### src/rtl/uart_tx_fifo.sv
// uart_tx_fifo: UART transmitter with an input word FIFO and internal baud divider.
// Frame: start bit, DATA_W data bits (order from MSB_FIRST), optional parity,
// STOP_BITS stop bits. Each bit is held for CLKS_PER_BIT clk cycles.
// Optional feature macro: UART_TX_PARITY_EN adds the parity_odd port and the
// PARITY state (parity = XOR(data) ^ parity_odd, captured when the word is popped).
//
// state  | meaning
// IDLE   | line high, waiting for the FIFO to hold a word
// START  | start bit (tx low)
// DATA   | shifting data bits out
// PARITY | parity bit (only with UART_TX_PARITY_EN)
// STOP   | stop bit(s), tx high; pops the next word at the end if one is waiting
module uart_tx_fifo #(
  parameter int DATA_W       = 8,
  parameter int CLKS_PER_BIT = 16,
  parameter int STOP_BITS    = 1,
  parameter int MSB_FIRST    = 0,
  parameter int FIFO_DEPTH   = 4
) (
  input  logic                          clk,
  input  logic                          rst_n,
  input  logic                          in_valid,
  output logic                          in_ready,
  input  logic [DATA_W-1:0]             in_data,
  output logic                          tx,
  output logic                          busy,
  output logic [$clog2(FIFO_DEPTH):0]   fifo_level
`ifdef UART_TX_PARITY_EN
  ,
  input  logic                          parity_odd
`endif
);

  localparam int AW = $clog2(FIFO_DEPTH);
  localparam int BW = $clog2(CLKS_PER_BIT);
  localparam int CW = 4;
  localparam logic [BW-1:0] BAUD_LAST  = BW'(CLKS_PER_BIT - 1);
  localparam logic [CW-1:0] DATA_LAST  = CW'(DATA_W - 1);
  localparam logic [CW-1:0] STOP_LAST  = CW'(STOP_BITS - 1);
  localparam logic [AW:0]   FULL_LEVEL = (AW+1)'(FIFO_DEPTH);

  typedef enum logic [2:0] {
    IDLE,
    START,
    DATA,
`ifdef UART_TX_PARITY_EN
    PARITY,
`endif
    STOP
  } state_t;

  logic [DATA_W-1:0] mem [FIFO_DEPTH];
  logic [AW-1:0]     wr_ptr, rd_ptr;
  logic              push, pop, fifo_empty, bit_done;

  state_t            state, state_next;
  logic [BW-1:0]     baud_cnt, baud_next;
  logic [CW-1:0]     bit_cnt, bit_next;
  logic [DATA_W-1:0] shreg, shreg_next;
  logic              tx_next;
`ifdef UART_TX_PARITY_EN
  logic              par_bit, par_next;
`endif

  // Next serial data bit taken from the end of the shift register selected by MSB_FIRST.
  function automatic logic out_bit(input logic [DATA_W-1:0] v);
    return (MSB_FIRST != 0) ? v[DATA_W-1] : v[0];
  endfunction

  function automatic logic [DATA_W-1:0] shifted(input logic [DATA_W-1:0] v);
    return (MSB_FIRST != 0) ? (v << 1) : (v >> 1);
  endfunction

  // in_ready looks only at the registered level, so a full FIFO refuses a push
  // even when a pop happens on the same edge.
  assign in_ready   = (fifo_level != FULL_LEVEL);
  assign push       = in_valid && in_ready;
  assign fifo_empty = (fifo_level == '0);
  assign busy       = (state != IDLE) || !fifo_empty;
  assign bit_done   = (baud_cnt == BAUD_LAST);

  // FIFO storage; no reset needed, contents are qualified by the level.
  always_ff @(posedge clk) begin
    if (push) mem[wr_ptr] <= in_data;
  end

  // FIFO pointers and level; pointers wrap naturally at the power-of-2 depth.
  always_ff @(posedge clk or negedge rst_n) begin
    if (!rst_n) begin
      wr_ptr     <= '0;
      rd_ptr     <= '0;
      fifo_level <= '0;
    end else begin
      if (push) wr_ptr <= wr_ptr + 1'b1;
      if (pop)  rd_ptr <= rd_ptr + 1'b1;
      case ({push, pop})
        2'b10:   fifo_level <= fifo_level + 1'b1;
        2'b01:   fifo_level <= fifo_level - 1'b1;
        default: ;
      endcase
    end
  end

  // FSM next-state and datapath next values; pop overrides to start a new frame.
  always_comb begin
    state_next = state;
    baud_next  = baud_cnt;
    bit_next   = bit_cnt;
    shreg_next = shreg;
    tx_next    = tx;
    pop        = 1'b0;
`ifdef UART_TX_PARITY_EN
    par_next   = par_bit;
`endif
    if (state != IDLE) baud_next = bit_done ? '0 : baud_cnt + 1'b1;
    case (state)
      IDLE: begin
        if (!fifo_empty) pop = 1'b1;
      end
      START: begin
        if (bit_done) begin
          tx_next    = out_bit(shreg);
          shreg_next = shifted(shreg);
          bit_next   = '0;
          state_next = DATA;
        end
      end
      DATA: begin
        if (bit_done) begin
          if (bit_cnt == DATA_LAST) begin
`ifdef UART_TX_PARITY_EN
            tx_next    = par_bit;
            state_next = PARITY;
`else
            tx_next    = 1'b1;
            bit_next   = '0;
            state_next = STOP;
`endif
          end else begin
            tx_next    = out_bit(shreg);
            shreg_next = shifted(shreg);
            bit_next   = bit_cnt + 1'b1;
          end
        end
      end
`ifdef UART_TX_PARITY_EN
      PARITY: begin
        if (bit_done) begin
          tx_next    = 1'b1;
          bit_next   = '0;
          state_next = STOP;
        end
      end
`endif
      STOP: begin
        if (bit_done) begin
          if (bit_cnt == STOP_LAST) begin
            if (!fifo_empty) pop = 1'b1;
            else             state_next = IDLE;
          end else begin
            bit_next = bit_cnt + 1'b1;
          end
        end
      end
      default: state_next = IDLE;
    endcase
    if (pop) begin
      shreg_next = mem[rd_ptr];
      tx_next    = 1'b0;
      baud_next  = '0;
      state_next = START;
`ifdef UART_TX_PARITY_EN
      par_next   = (^mem[rd_ptr]) ^ parity_odd;
`endif
    end
  end

  // FSM and serialiser registers; tx comes straight from this flop.
  always_ff @(posedge clk or negedge rst_n) begin
    if (!rst_n) begin
      state    <= IDLE;
      baud_cnt <= '0;
      bit_cnt  <= '0;
      shreg    <= '0;
      tx       <= 1'b1;
`ifdef UART_TX_PARITY_EN
      par_bit  <= 1'b0;
`endif
    end else begin
      state    <= state_next;
      baud_cnt <= baud_next;
      bit_cnt  <= bit_next;
      shreg    <= shreg_next;
      tx       <= tx_next;
`ifdef UART_TX_PARITY_EN
      par_bit  <= par_next;
`endif
    end
  end

endmodule

### config.mk
export PLATFORM = sky130hd
export DESIGN_NAME = uart_tx_fifo
export DESIGN_NICKNAME = d
export VERILOG_FILES = /design/src/rtl/uart_tx_fifo.sv
export SDC_FILE = /design/constraint.sdc
export NUM_CORES = 1
export LEC_CHECK = 0
export ABC_AREA = 0
export CORE_MARGIN = 2
export CORE_UTILIZATION = 40
export CTS_BUF_LIST = sky130_fd_sc_hd__clkbuf_4
export CTS_CLUSTER_DIAMETER = 150
export DETAILED_ROUTE_END_ITERATION = 16
export PLACE_DENSITY = 0.55
export SYNTH_ARGS = -nofsm -noshare
export SYNTH_HDL_FRONTEND = slang
export SYNTH_SLANG_ARGS = --single-unit
### constraint.sdc
create_clock -name clk -period 6.8 [get_ports clk]
set_input_delay 2.04 -clock clk [delete_from_list [all_inputs] [get_ports clk]]
set_output_delay 2.04 -clock clk [all_outputs]
set_load 0.02 [all_outputs]
After elaboration in Yosys (flattened, before gate mapping)
Memory sizes are Yosys's and may differ from the RTL's.
Index checks and enable logic that the tools add are counted.
Widths: inputs -> output; s select.
{"block": "word_totals", "mem_count": 1, "word_cells": 84, "reg_bits": 27, "out_inout_bits": 6, "inputBits": 11, "mem_bits_ro": 0, "ram_bits": 32, "latchBits": 0}
{"block": "op_classes", "shifts": 0, "mux": 34, "n_reduce_logical": 15, "n_addsub": 6, "div": 0, "n_lt_le_gt_ge": 0, "n_bitwise": 0, "mul": 0, "eq_ne": 20}
{"memory": "mem", "depth": 4, "word_bits": 8, "read_ports": 1, "rd_clocked_by_memory_dff": 0, "wr": 1, "line": "52", "source": "logic [DATA_W-1:0] mem [FIFO_DEPTH];"}
{"op": "$mux 4", "n": 8}
{"op": "$mux 8", "n": 4}
{"op": "$ne 3x3->1 const B", "n": 8}
{"op": "$mux 3", "n": 7}
{"op": "$pmux 8 s2", "n": 1}
{"op": "$pmux 3 s4", "n": 1}
{"op": "$pmux 4 s3", "n": 1}
{"op": "$ne 2x2->1 const B", "n": 5}
{"op": "$mux 1", "n": 9}
{"op": "$reduce_bool 3->1", "n": 3}
{"op": "$add 4x1->4 const B", "n": 2}
{"op": "$reduce_and 7->1", "n": 1}
{"op": "$eq 3x2->1 const B", "n": 2}
{"op": "$logic_not 3->1", "n": 2}
{"op": "$pmux 3 s2", "n": 1}
{"op": "$reduce_and 5->1", "n": 1}
{"op": "$add 2x1->2 const B", "n": 2}
{"op": "$eq 4x3->1 const B", "n": 1}
{"op": "$eq 4x4->1 const B", "n": 1}
{"op": "$logic_not 4->1", "n": 1}
{"op": "$pmux 1 s2", "n": 2}
{"op": "$reduce_and 4->1", "n": 1}
{"op": "$reduce_bool 2->1", "n": 2}
{"op": "$add 3x1->3 const B", "n": 1}
{"op": "other kinds (8)", "n": 8}

Longest topological paths before layout
{"block": "depth", "ltp_word": 7, "mapped_depth": 13, "depth_no_buf": 12}

Worst setup path before layout
No wires, ideal clock.
{"block": "synth_timing", "path_kind": "input to register", "from": "input port in_valid", "to": "register fifo_level[2]", "arrival_time_ns": 3.207, "slack_ns": 3.513, "required_ns": 6.720, "cell_stages": 8, "setup_ns": 0.080, "cell_sequence": "and2_1 inv_1 ha_1 inv_1 fa_1 xor2_1 nor2_1 xor2_1"}
{"block": "synth_via", "elab_chain_len": 3}
{"element": "from (decl)", "line": "22", "source": "input logic in_valid,"}
{"element": "$logic_and 1x1->1 *", "line": "77", "source": "assign push = in_valid && in_ready;"}
{"element": "$eq 2x1->1 or $eq 2x2->1 (tied branches)", "line": "96", "source": "case ({push, pop})"}
{"element": "$pmux 3 s2 or $reduce_bool 2->1 (tied branches)"}
{"element": "to (signal assigned)", "line": "97", "source": "2'b10: fifo_level <= fifo_level + 1'b1;"}
{"element": "to (signal assigned)", "line": "98", "source": "2'b01: fifo_level <= fifo_level - 1'b1;"}
{"element": "to (decl)", "line": "27", "source": "output logic [$clog2(FIFO_DEPTH):0] fifo_level"}
Mark *: on every way between the ends. The rest lies on a longest branch, timed or not.
A chain may end at the register's enable or synchronous reset.

Final worst setup path
{"block": "layout_timing", "from": "register state[1]", "to": "output port busy"}
{"block": "layout_via", "elab_chain_len": 2}
{"element": "from (decl)", "line": "56", "source": "state_t state, state_next;"}
{"element": "from (signal assigned)", "line": "190", "source": "state <= state_next;"}
{"element": "$reduce_bool 3->1", "line": "79", "source": "assign busy = (state != IDLE) || !fifo_empty;"}
{"element": "$logic_or 1x1->1", "line": "79"}
{"element": "to (decl)", "line": "26", "source": "output logic busy,"}
Every way passes these cells.

==> reports/results.ini <==
[placed_design]
place_hpwl_um=3390
io_buffers=16
dp.cells=281
globalplace.congestion=0.7667
placed_area_mm2=0.002904

[timing]
setup_tns_ps=0
period_minus_slack_ps=3991
final-max-slew-violation-count=0
tightest_slew_margin_relative_to_the_limit=0.3745
post-route-period-util=0.5869
fin_skew_ps=8.514
final-hold-violation-count=0
clock.fmax_ghz=0.2506
max_slew.worst_pin.slew_ps=934.8
setup_violations=0
grt_setup_unrepaired=false

[grt]
wire_length_of_the_first_global_routing_pass_um=8376
antenna_found_initial=0
maximum_number_of_pins_on_one_net_before_global_route_repair=27
first_global_vias=1766
grt_overflow=0
grt_util_all_layers=0.1534

[min_path]
hold_crit_path_type=flip-flop to flip-flop

[final_layout]
post_route_insts_no_fill=297
fin_util=0.4765
num-nets-final=239
post-route-cell-area_mm2=0.003060
leading_cell_type_in_the_layout_fill_and_taps_excluded=edfxtp_1
antenna-diode-count=0
synthToLayoutAreaGrowth_pct=14.19
drive_above_1_share=0.1500
layout_common_cells=32 x edfxtp_1, 25 x dfrtp_1, 16 x clkdlybuf4s50_1

[logic_synthesis]
synth-edff-count=32
postSynth.topFlopCell=edfxtp_1
area_contributors_post_synth=edfxtp_1 36%, dfrtp_1 23%, mux4_2 6.7%
proportion_of_register_bits_with_asynchronous_set_or_reset_after_synthesis=0.4483
synth-seq-cells=58
ys_types=38
mappedNetlistArea_mm2=0.002680
synth_top_area_share=0.3585
yosysSeqAreaShare=0.6018
synth.avg_cell_area_um2=13.81
ys.warnings.count=0
syn-num-nets=218
yosys.area.top_type=edfxtp_1
synth_cells=194

[power]
max-vdd-ir-drop_v=0.0001972
power.density_mw_per_mm2=455.4
finalPower_mw=1.394
cellLeakagePower_nw=1.192

[clock_network]
cts_buffers=9
post_cts_resized=0
tritoncts=built
cts_num_sinks=58
clock_insertion_delay_worst_skew_ps=400
cts.htree.levels=3
path_clk_slew_ps=100
ctsLongestPathBuffers=2
cts.repair_timing.setup_buffer_count=0
cts-root-buf=clkbuf_4
cts_hold_buf=0

[die]
initial_utilization=0.4173
core_rows=29
floorplan.io_pins=17
fp.coreArea_mm2=0.006422
die_width_um=85.86
die-area_mm2=0.007371
die_y_um=85.86

[routing]
wirelength_um=5015
avgRoutedWirePerCell_um=16.89
starting_drt_drc_count=79
via_per_inst=5.394
via_count=1602
drt_first_pass_iters=6
drtAntennaViolNets=0
post-route-drc-count=0

[outcome]
run_status=finished, final reports clean

[setup_path]
timing.critical_path.arrival_ps=1950
timing.critical_path.to_type=output pin
crit_slowest_cell=clkdlybuf4s50_1
crit_required_ps=4760
critPathLaunchType=flip-flop
crit_path_max_fanout=9
worst_path_largest_cell_delay_ps=550
crit_path_cell_trace=inv_1 > ha_1 > nand2_1 > clkdlybuf4s50_1
worst-setup-path-type=flip-flop to output pin

[run]
max_cap_violations=0

-- report_power, final --
part | internal [mW] | total, mW | leakage [nW] | switching (mW)
Combinational | 0.247 | 0.540 | 0.493 | 0.293
Sequential | 0.485 | 0.576 | 0.615 | 0.0908
Clock | 0.151 | 0.278 | 0.0838 | 0.127
-- area by class of cell --
class | instances | area [µm²]
Multi-Input combinational cell | 116 | 978.4
Sequential cell | 58 | 1613
Timing Repair Buffer | 17 | 167.7
Fill cell | 537 | 3362
Clock buffer | 10 | 75.07
Clock inverter | 6 | 81.33
Tap cell | 77 | 96.34
Inverter | 13 | 48.80
-- sequential cells by signal, indices dropped and copies added, names as in the netlist --
register,flops
state,2
rd_ptr,2
wr_ptr,2
tx,1
bit_cnt,4
mem,32
baud_cnt,4
shreg,8
fifo_level,3
-- path summary, 6_finish.rpt --
kind / startpoint / end / slack, ps / depth (start not counted)
max: state[1]$_DFFE_PN0P_ / busy / 2810 / 4
min: fifo_level[0]$_DFFE_PN0P_ / fifo_level[0]$_DFFE_PN0P_ / 550 / 1
max reg2reg: state[0]$_DFFE_PN0P_ / fifo_level[2]$_DFFE_PN0P_ / 3550 / 11
min reg2reg: fifo_level[0]$_DFFE_PN0P_ / fifo_level[0]$_DFFE_PN0P_ / 550 / 1
max in group asynchronous: rst_n / tx$_DFFE_PN1P_ / 4480 / 2
min in group asynchronous: rst_n / bit_cnt[0]$_DFFE_PN0P_ / 2010 / 2
-- logic make-up after synthesis --
family | count (synthesis) | share of synthesized area
adder cells (fa/ha/maj) | 13 | 0.06349
XOR/XNOR | 7 | 0.02288
flip-flops | 58 | 0.6018
AND/OR/NAND/NOR | 48 | 0.09618
buffers and inverters | 20 | 0.03315
multiplexers | 21 | 0.1172
AO/OA/AOI/OAI | 27 | 0.06536
-- worst max-delay path: cells and delay by family, from the launching register on --
kind | cells | cell delay [ps]
buf+inv | 2 | 660
flops | 1 | 420
simple gates | 1 | 90
fa+ha+maj | 1 | 390
-- cell usage after synthesis, types with 2 or more instances --
| cell type | count |
|---|---|
| nand3_1 | 14 |
| xnor2_1 | 5 |
| xor2_1 | 2 |
| mux2i_1 | 10 |
| clkbuf_1 | 2 |
| nor2_1 | 7 |
| buf_2 | 2 |
| o21ai_0 | 9 |
| a21oi_1 | 7 |
| inv_1 | 13 |
| nor3_1 | 4 |
| edfxtp_1 | 32 |
| o22ai_1 | 2 |
| or2_4 | 2 |
| nor3b_1 | 3 |
| dfrtp_1 | 25 |
| mux2_2 | 2 |
| and3_1 | 5 |
| a21o_1 | 3 |
| nand2b_1 | 3 |
| nand2_1 | 5 |
| nor2b_1 | 2 |
| ha_1 | 12 |
| a31o_2 | 2 |
| mux4_2 | 8 |
-- metal layers --
layer / share of wire / global-route usage / wire length (µm)
met5: 0 / 0 / 0
met4: 0.029 / 0.09668 / 144
met3: 0.037 / 0.03850 / 186
met2: 0.51 / 0.2585 / 2559
met1: 0.42 / 0.1742 / 2124
-- metrics by stage --
stage / hold slack [ps] / worst slack (ps)
floorplan: 505.4 / 3513
global placement: 504.4 / 3012
detailed placement: 527.3 / 2878
CTS: 548.2 / 2788
global route: 571.5 / 2674
finish: 545.3 / 2809
Note: power is estimated with default switching activity, not from simulation.
